===== src/rtl/r3_sdf_bf.sv =====
// r3_sdf_bf -- radix-3 single-delay-feedback butterfly stage.
//
// Holds the first two thirds of each 3*D-sample frame in two D-deep feedback
// delay lines (FA, FB). During the last third it forms the 3-point DFT and
// emits X0 directly. X1 and X2 go back into FA/FB and are emitted during the
// first two thirds of the following frame.
//
// Parameters
//   W : width of each real/imaginary component (signed)
//   D : butterfly span / delay-line depth, frame length is 3*D (D >= 1)
//   K : sqrt(3)/2 in Q1.15
//
// Ports
//   clk        rising-edge clock
//   rst        synchronous active-high reset
//   in_valid   input sample present; all state advances only when high
//   a_re/a_img input sample
//   out_valid  registered output valid
//   out_sop    high with X0 of index 0 of each frame
//   a1_re/a1_img registered output sample (held while out_valid is low)

module r3_sdf_bf #(
    parameter int W = 32,
    parameter int D = 9,
    parameter int K = 28378
) (
    input  logic                clk,
    input  logic                rst,
    input  logic                in_valid,
    input  logic signed [W-1:0] a_re,
    input  logic signed [W-1:0] a_img,
    output logic                out_valid,
    output logic                out_sop,
    output logic signed [W-1:0] a1_re,
    output logic signed [W-1:0] a1_img
);

    localparam int EW = W + 18;
    localparam int IW = (D > 1) ? $clog2(D) : 1;
    localparam logic [IW-1:0] IDX_LAST = IW'(D - 1);

    typedef enum logic [1:0] {
        PH0 = 2'd0,
        PH1 = 2'd1,
        PH2 = 2'd2
    } phase_t;

    phase_t          phase;
    logic [IW-1:0]   idx;
    logic            primed;

    // Delay lines: index 0 is the head (oldest entry).
    logic signed [W-1:0] fa_re [D];
    logic signed [W-1:0] fa_im [D];
    logic signed [W-1:0] fb_re [D];
    logic signed [W-1:0] fb_im [D];

    logic                accept;
    assign accept = in_valid && !rst;

    // ------------------------------------------------------------------
    // Butterfly arithmetic (a = FA head, b = FB head, c = input)
    // ------------------------------------------------------------------
    logic signed [EW-1:0] ar, ai, br, bi, cr, ci;
    logic signed [EW-1:0] sr, si, dr, di, hr, hi;
    logic signed [EW-1:0] pr, pim;
    logic signed [EW-1:0] x0r, x0i, x1r, x1i, x2r, x2i;
    logic signed [EW-1:0] kc;

    always_comb begin
        kc  = EW'(K);
        ar  = {{18{fa_re[0][W-1]}}, fa_re[0]};
        ai  = {{18{fa_im[0][W-1]}}, fa_im[0]};
        br  = {{18{fb_re[0][W-1]}}, fb_re[0]};
        bi  = {{18{fb_im[0][W-1]}}, fb_im[0]};
        cr  = {{18{a_re[W-1]}}, a_re};
        ci  = {{18{a_img[W-1]}}, a_img};

        sr  = br + cr;
        si  = bi + ci;
        dr  = br - cr;
        di  = bi - ci;
        hr  = sr >>> 1;
        hi  = si >>> 1;
        pr  = (kc * dr) >>> 15;
        pim = (kc * di) >>> 15;

        x0r = ar + br + cr;
        x0i = ai + bi + ci;
        x1r = ar - hr + pim;
        x1i = ai - hi - pr;
        x2r = ar - hr - pim;
        x2i = ai - hi + pr;
    end

    // Only the low W bits of each result are kept (wrap-around).
    logic sink_unused;
    assign sink_unused = ^{x0r[EW-1:W], x0i[EW-1:W], x1r[EW-1:W], x1i[EW-1:W],
                           x2r[EW-1:W], x2i[EW-1:W]};

    // ------------------------------------------------------------------
    // Delay-line inputs and output selection
    // ------------------------------------------------------------------
    logic signed [W-1:0] fa_in_re, fa_in_im, fb_in_re, fb_in_im;
    logic signed [W-1:0] nxt_re, nxt_im;

    always_comb begin
        fa_in_re = x1r[W-1:0];
        fa_in_im = x1i[W-1:0];
        fb_in_re = x2r[W-1:0];
        fb_in_im = x2i[W-1:0];
        nxt_re   = x0r[W-1:0];
        nxt_im   = x0i[W-1:0];
        case (phase)
            PH0: begin
                fa_in_re = a_re;
                fa_in_im = a_img;
                nxt_re   = fa_re[0];
                nxt_im   = fa_im[0];
            end
            PH1: begin
                fb_in_re = a_re;
                fb_in_im = a_img;
                nxt_re   = fb_re[0];
                nxt_im   = fb_im[0];
            end
            default: ;
        endcase
    end

    // FA shifts in phases 0 and 2, FB in phases 1 and 2. Contents are not
    // reset: anything stale is masked by primed until a full frame passes.
    always_ff @(posedge clk) begin
        if (accept && phase != PH1) begin
            for (int unsigned i = 0; i + 1 < D; i++) begin
                fa_re[i] <= fa_re[i+1];
                fa_im[i] <= fa_im[i+1];
            end
            fa_re[D-1] <= fa_in_re;
            fa_im[D-1] <= fa_in_im;
        end
    end

    always_ff @(posedge clk) begin
        if (accept && phase != PH0) begin
            for (int unsigned i = 0; i + 1 < D; i++) begin
                fb_re[i] <= fb_re[i+1];
                fb_im[i] <= fb_im[i+1];
            end
            fb_re[D-1] <= fb_in_re;
            fb_im[D-1] <= fb_in_im;
        end
    end

    // ------------------------------------------------------------------
    // Counters, priming and registered outputs
    // ------------------------------------------------------------------
    always_ff @(posedge clk) begin
        if (rst) begin
            idx       <= '0;
            phase     <= PH0;
            primed    <= 1'b0;
            out_valid <= 1'b0;
            out_sop   <= 1'b0;
            a1_re     <= '0;
            a1_img    <= '0;
        end else begin
            out_valid <= in_valid && (primed || phase == PH2);
            out_sop   <= in_valid && phase == PH2 && idx == '0;
            if (in_valid) begin
                a1_re  <= nxt_re;
                a1_img <= nxt_im;
                if (phase == PH2)
                    primed <= 1'b1;
                if (idx == IDX_LAST) begin
                    idx <= '0;
                    case (phase)
                        PH0:     phase <= PH1;
                        PH1:     phase <= PH2;
                        default: phase <= PH0;
                    endcase
                end else begin
                    idx <= idx + 1'b1;
                end
            end
        end
    end

endmodule


===== config.mk =====
export PLATFORM = sky130hd
export DESIGN_NAME = r3_sdf_bf
export DESIGN_NICKNAME = d
export VERILOG_FILES = /design/src/rtl/r3_sdf_bf.sv
export SDC_FILE = /design/constraint.sdc
export NUM_CORES = 2
export LEC_CHECK = 0
export BUFFER_PORTS_ARGS = -buffer_cell sky130_fd_sc_hd__buf_2
export CORE_UTILIZATION = 60
export CTS_CLUSTER_DIAMETER = 30
export DETAILED_ROUTE_END_ITERATION = 16
export HOLD_SLACK_MARGIN = 0.03
export PLACE_DENSITY = 0.86
export SKIP_LAST_GASP = 1
export SYNTH_ARGS = -nofsm -noshare
export SYNTH_HDL_FRONTEND = slang
export SYNTH_SLANG_ARGS = --single-unit

===== constraint.sdc =====
create_clock -name clk -period 43.4 [get_ports clk]
set_input_delay 4.34 -clock clk [delete_from_list [all_inputs] [get_ports clk]]
set_output_delay 4.34 -clock clk [all_outputs]
set_load 0.03 [all_outputs]

==> impl_metrics.toml <==
[worst_setup_path]
crit_type = "input port to register"
crit_slowest_cell = "fa_1"
r2r-start = "fb_im[0][0]$_DFFE_PP_"
crit_arrival_ns = 16.70
cp_slowest_stage_delay_ns = 0.52
cp.required_ns = 44.05
startpoint = "a_img[0]"
r2r_cells = 43
critPathCapture = "fb_re[0][287]$_DFFE_PP_"
rrSetupSlack_ns = 30.49
timing.rr.end = "fb_re[0][287]$_DFFE_PP_"
endpoint_kind = "register"
cp-start-kind = "input port"
worst-path-max-fanout = 6

[outcome]
status = "finished clean"

[finish]
design_area_mm2 = 0.0873
fill_cells = 8709
drive_gt1_share_pct = 8.52
fin_nets = 7980
area_growth_pct = 12.8

[synth]
async_reset_ff_share_pct = 0
synth_edf_count = 1152
synth.avg_cell_area_um2 = 12.0
synthTopCellsByArea = "edfxtp_1 45%, fa_1 15%, ha_1 11%"
synth-main-ff-cell = "edfxtp_1"
yosysTopAreaCell = "edfxtp_1"
syn_inst = 6436
seq_area_frac_synth_pct = 46.6
yosysTopAreaCellShare_pct = 44.7
synth_warnings = 0
yosys_register_bits = 1225
synth_area_mm2 = 0.0774
synth.net_count = 7749
ys_types = 85

[timing]
fin_crit_ns = 16.05
max-slew-margin-rel_pct = 21.9
max_freq_mhz = 62.3
setup_violations = 0
rsz0062_at_grt = "no"
drv_slew = 0
finalClockSkew_ns = 0.0771
finalHoldViolCount = 0
tns_ns = 0
finalCritPeriodShare_pct = 37.0
worst_pin_slew_ns = 1.17

[run]
max_cap_violations = 0

[routing]
drt_iter0_markers = 4926
drt_drc_violations_left = 0
wl_per_cell_um = 23.2
detail-route-antenna-nets = 0
vias = 50091
drt_pass1_iterations = 6
wl_um = 197000
vias_per_cell = 5.88

[cts]
cts-htree-levels = 4
clk_path_buf_depth = 3
cts_root_buf = "clkbuf_16"
cts_tree = "yes"
post-cts-setup-buffers = 0
worstSkewPairLatency_ns = 0.84
clock-sinks = 1225
cts_buffers = 208
hold_buffers = 0
cts_resized = 0
clkTransAtPathRegs_ns = 0.06

[floorplan]
fp-row-count = 131
dieArea_mm2 = 0.130
core_region_area_mm2 = 0.128
die_x_um = 361
initial_utilization_pct = 60.6
die_y_um = 361
boundaryPins = 133

[placed_design]
dpl-instance-area_mm2 = 0.0799
gp_congestion = 0.993
io_buffers = 132
detailed_place_hpwl_um = 144000

[grt]
grt_pass1_wl_um = 304000
grt_pass1_vias = 51643
grt_overflow = 0
grt_max_degree = 171
antenna_found_initial = 9
grt.total_usage_pct = 30.8

[min_path]
hold_class = "register to register"
## cells by family (layout without fill, tap and decap cells)
| group | count (synthesis) | in the layout | synth area share, % |
|---|---|---|---|
| buf+inv | 1185 | 1603 | 5.76 |
| compound gates | 1216 | 1216 | 9.76 |
| mux | 88 | 88 | 1.14 |
| fa+ha+maj | 1248 | 1248 | 25.7 |
| simple gates | 1059 | 1059 | 6.28 |
| xor+xnor | 415 | 415 | 4.74 |
| flops | 1225 | 1225 | 46.6 |
| other cells | 0 | 2 | 0 |
## layout by cell type, fill, tap and decap left out, types with 15 or more instances in the layout
cell / instances
a211oi_1: 44
a21boi_0: 16
a21o_1: 102
a21oi_1: 433
a31oi_1: 31
and2_1: 15
and3_1: 19
buf_2: 131
buf_4: 30
bufinv_16: 21
clkbuf_1: 18
clkbuf_16: 209
clkinv_2: 22
clkinv_4: 22
clkinvlp_4: 17
dfxtp_1: 71
edfxtp_1: 1152
fa_1: 570
ha_1: 676
inv_1: 1040
inv_6: 33
mux2i_1: 85
nand2_1: 250
nand2b_1: 52
nand3_1: 41
nand4_1: 21
nor2_1: 420
nor2b_1: 56
nor3_1: 84
nor4_1: 17
o211ai_1: 36
o21a_1: 36
o21ai_0: 262
o21bai_1: 87
o31ai_1: 23
or2_2: 16
or3_1: 19
xnor2_1: 315
xor2_1: 98
## critical path, delay by kind of cell
kind | cells | cell delay [ns]
mux | 1 | 0.40
buf+inv | 4 | 0.38
simple gates | 3 | 0.90
xor+xnor | 1 | 0.45
compound gates | 24 | 6.06
fa+ha+maj | 10 | 4.17
## per-layer routing
layer  vias up  global-route usage, %  wire length, um
li1      22658                      -                -
met1     24732                   41.0            81200
met2      2184                   50.2            93700
met3       509                   5.83            14300
met4         8                   12.2             7980
met5         -                      0               43
## Yosys cell counts, drive strengths merged (9+ instances only)
| cell | number |
|---|---|
| or3 | 19 |
| nor4 | 17 |
| o21bai | 87 |
| a31oi | 31 |
| edfxtp | 1152 |
| and3 | 19 |
| a21o | 103 |
| a211o | 11 |
| a221oi | 11 |
| xnor2 | 315 |
| or2 | 17 |
| o41ai | 14 |
| ha | 676 |
| o211ai | 36 |
| fa | 570 |
| nand4 | 21 |
| nor3 | 85 |
| dfxtp | 73 |
| a21oi | 436 |
| nor2 | 424 |
| a211oi | 44 |
| mux2i | 85 |
| nand3 | 41 |
| inv | 1041 |
| clkbuf | 129 |
| a311oi | 9 |
| o21a | 36 |
| xor2 | 98 |
| buf | 12 |
| o21ai | 267 |
| o31ai | 23 |
| nand2b | 53 |
| o22ai | 10 |
| a21boi | 17 |
| a2111oi | 9 |
| nor3b | 11 |
| nand2 | 251 |
| nor2b | 57 |
| and2 | 15 |
## through the flow
stage | worst slack, ns | hold slack (ns) | instances | utilization (%)
after floorplan | 13.38 | 0.400 | 6436 | -
after global placement | 27.21 | 0.400 | 8119 | 62.5
after detailed placement | 26.98 | 0.405 | 8119 | 62.5
after CTS | 27.69 | 0.399 | 8516 | 68.3
after global routing | 26.63 | 0.401 | 8517 | 68.3
final | 27.35 | 0.382 | 8518 | 68.3
## layout make-up
class,instances,area [um2],share of cell area [%]
well taps,1662,2080,2.38
repair buffers,162,901,1.03
flip-flops and latches,1225,36100,41.3
inverters,1044,3920,4.49
clock buffers,233,5380,6.17
clock inverters,164,2030,2.32
diodes,2,5.00,0.00574
multi-input cells,4026,36900,42.3
## worst min-delay path by stage
stage                                  startpoint                       to  slack [ns]  cells after the start
after floorplan            fa_im[0][32]$_DFFE_PP_    fa_im[0][0]$_DFFE_PP_        0.40                      0
after global placement    fa_im[0][205]$_DFFE_PP_  fa_im[0][173]$_DFFE_PP_        0.40                      0
after detailed placement  fa_im[0][141]$_DFFE_PP_  fa_im[0][109]$_DFFE_PP_        0.40                      0
after CTS                 fa_re[0][236]$_DFFE_PP_  fa_re[0][204]$_DFFE_PP_        0.40                      0
after global routing       fa_re[0][81]$_DFFE_PP_   fa_re[0][49]$_DFFE_PP_        0.40                      0
final                      fa_re[0][81]$_DFFE_PP_   fa_re[0][49]$_DFFE_PP_        0.38                      0
## sequential cells by signal, indices dropped and copies added (netlist names)
name,count
fa_im,288
fa_re,288
fb_im,288
fb_re,288
a1_img,32
a1_re,32
idx,4
phase,2
out_sop,1
out_valid,1
primed,1
Power is not shown: default switching activity piles up to over one toggle a cycle in this logic, so the estimate is an artifact.
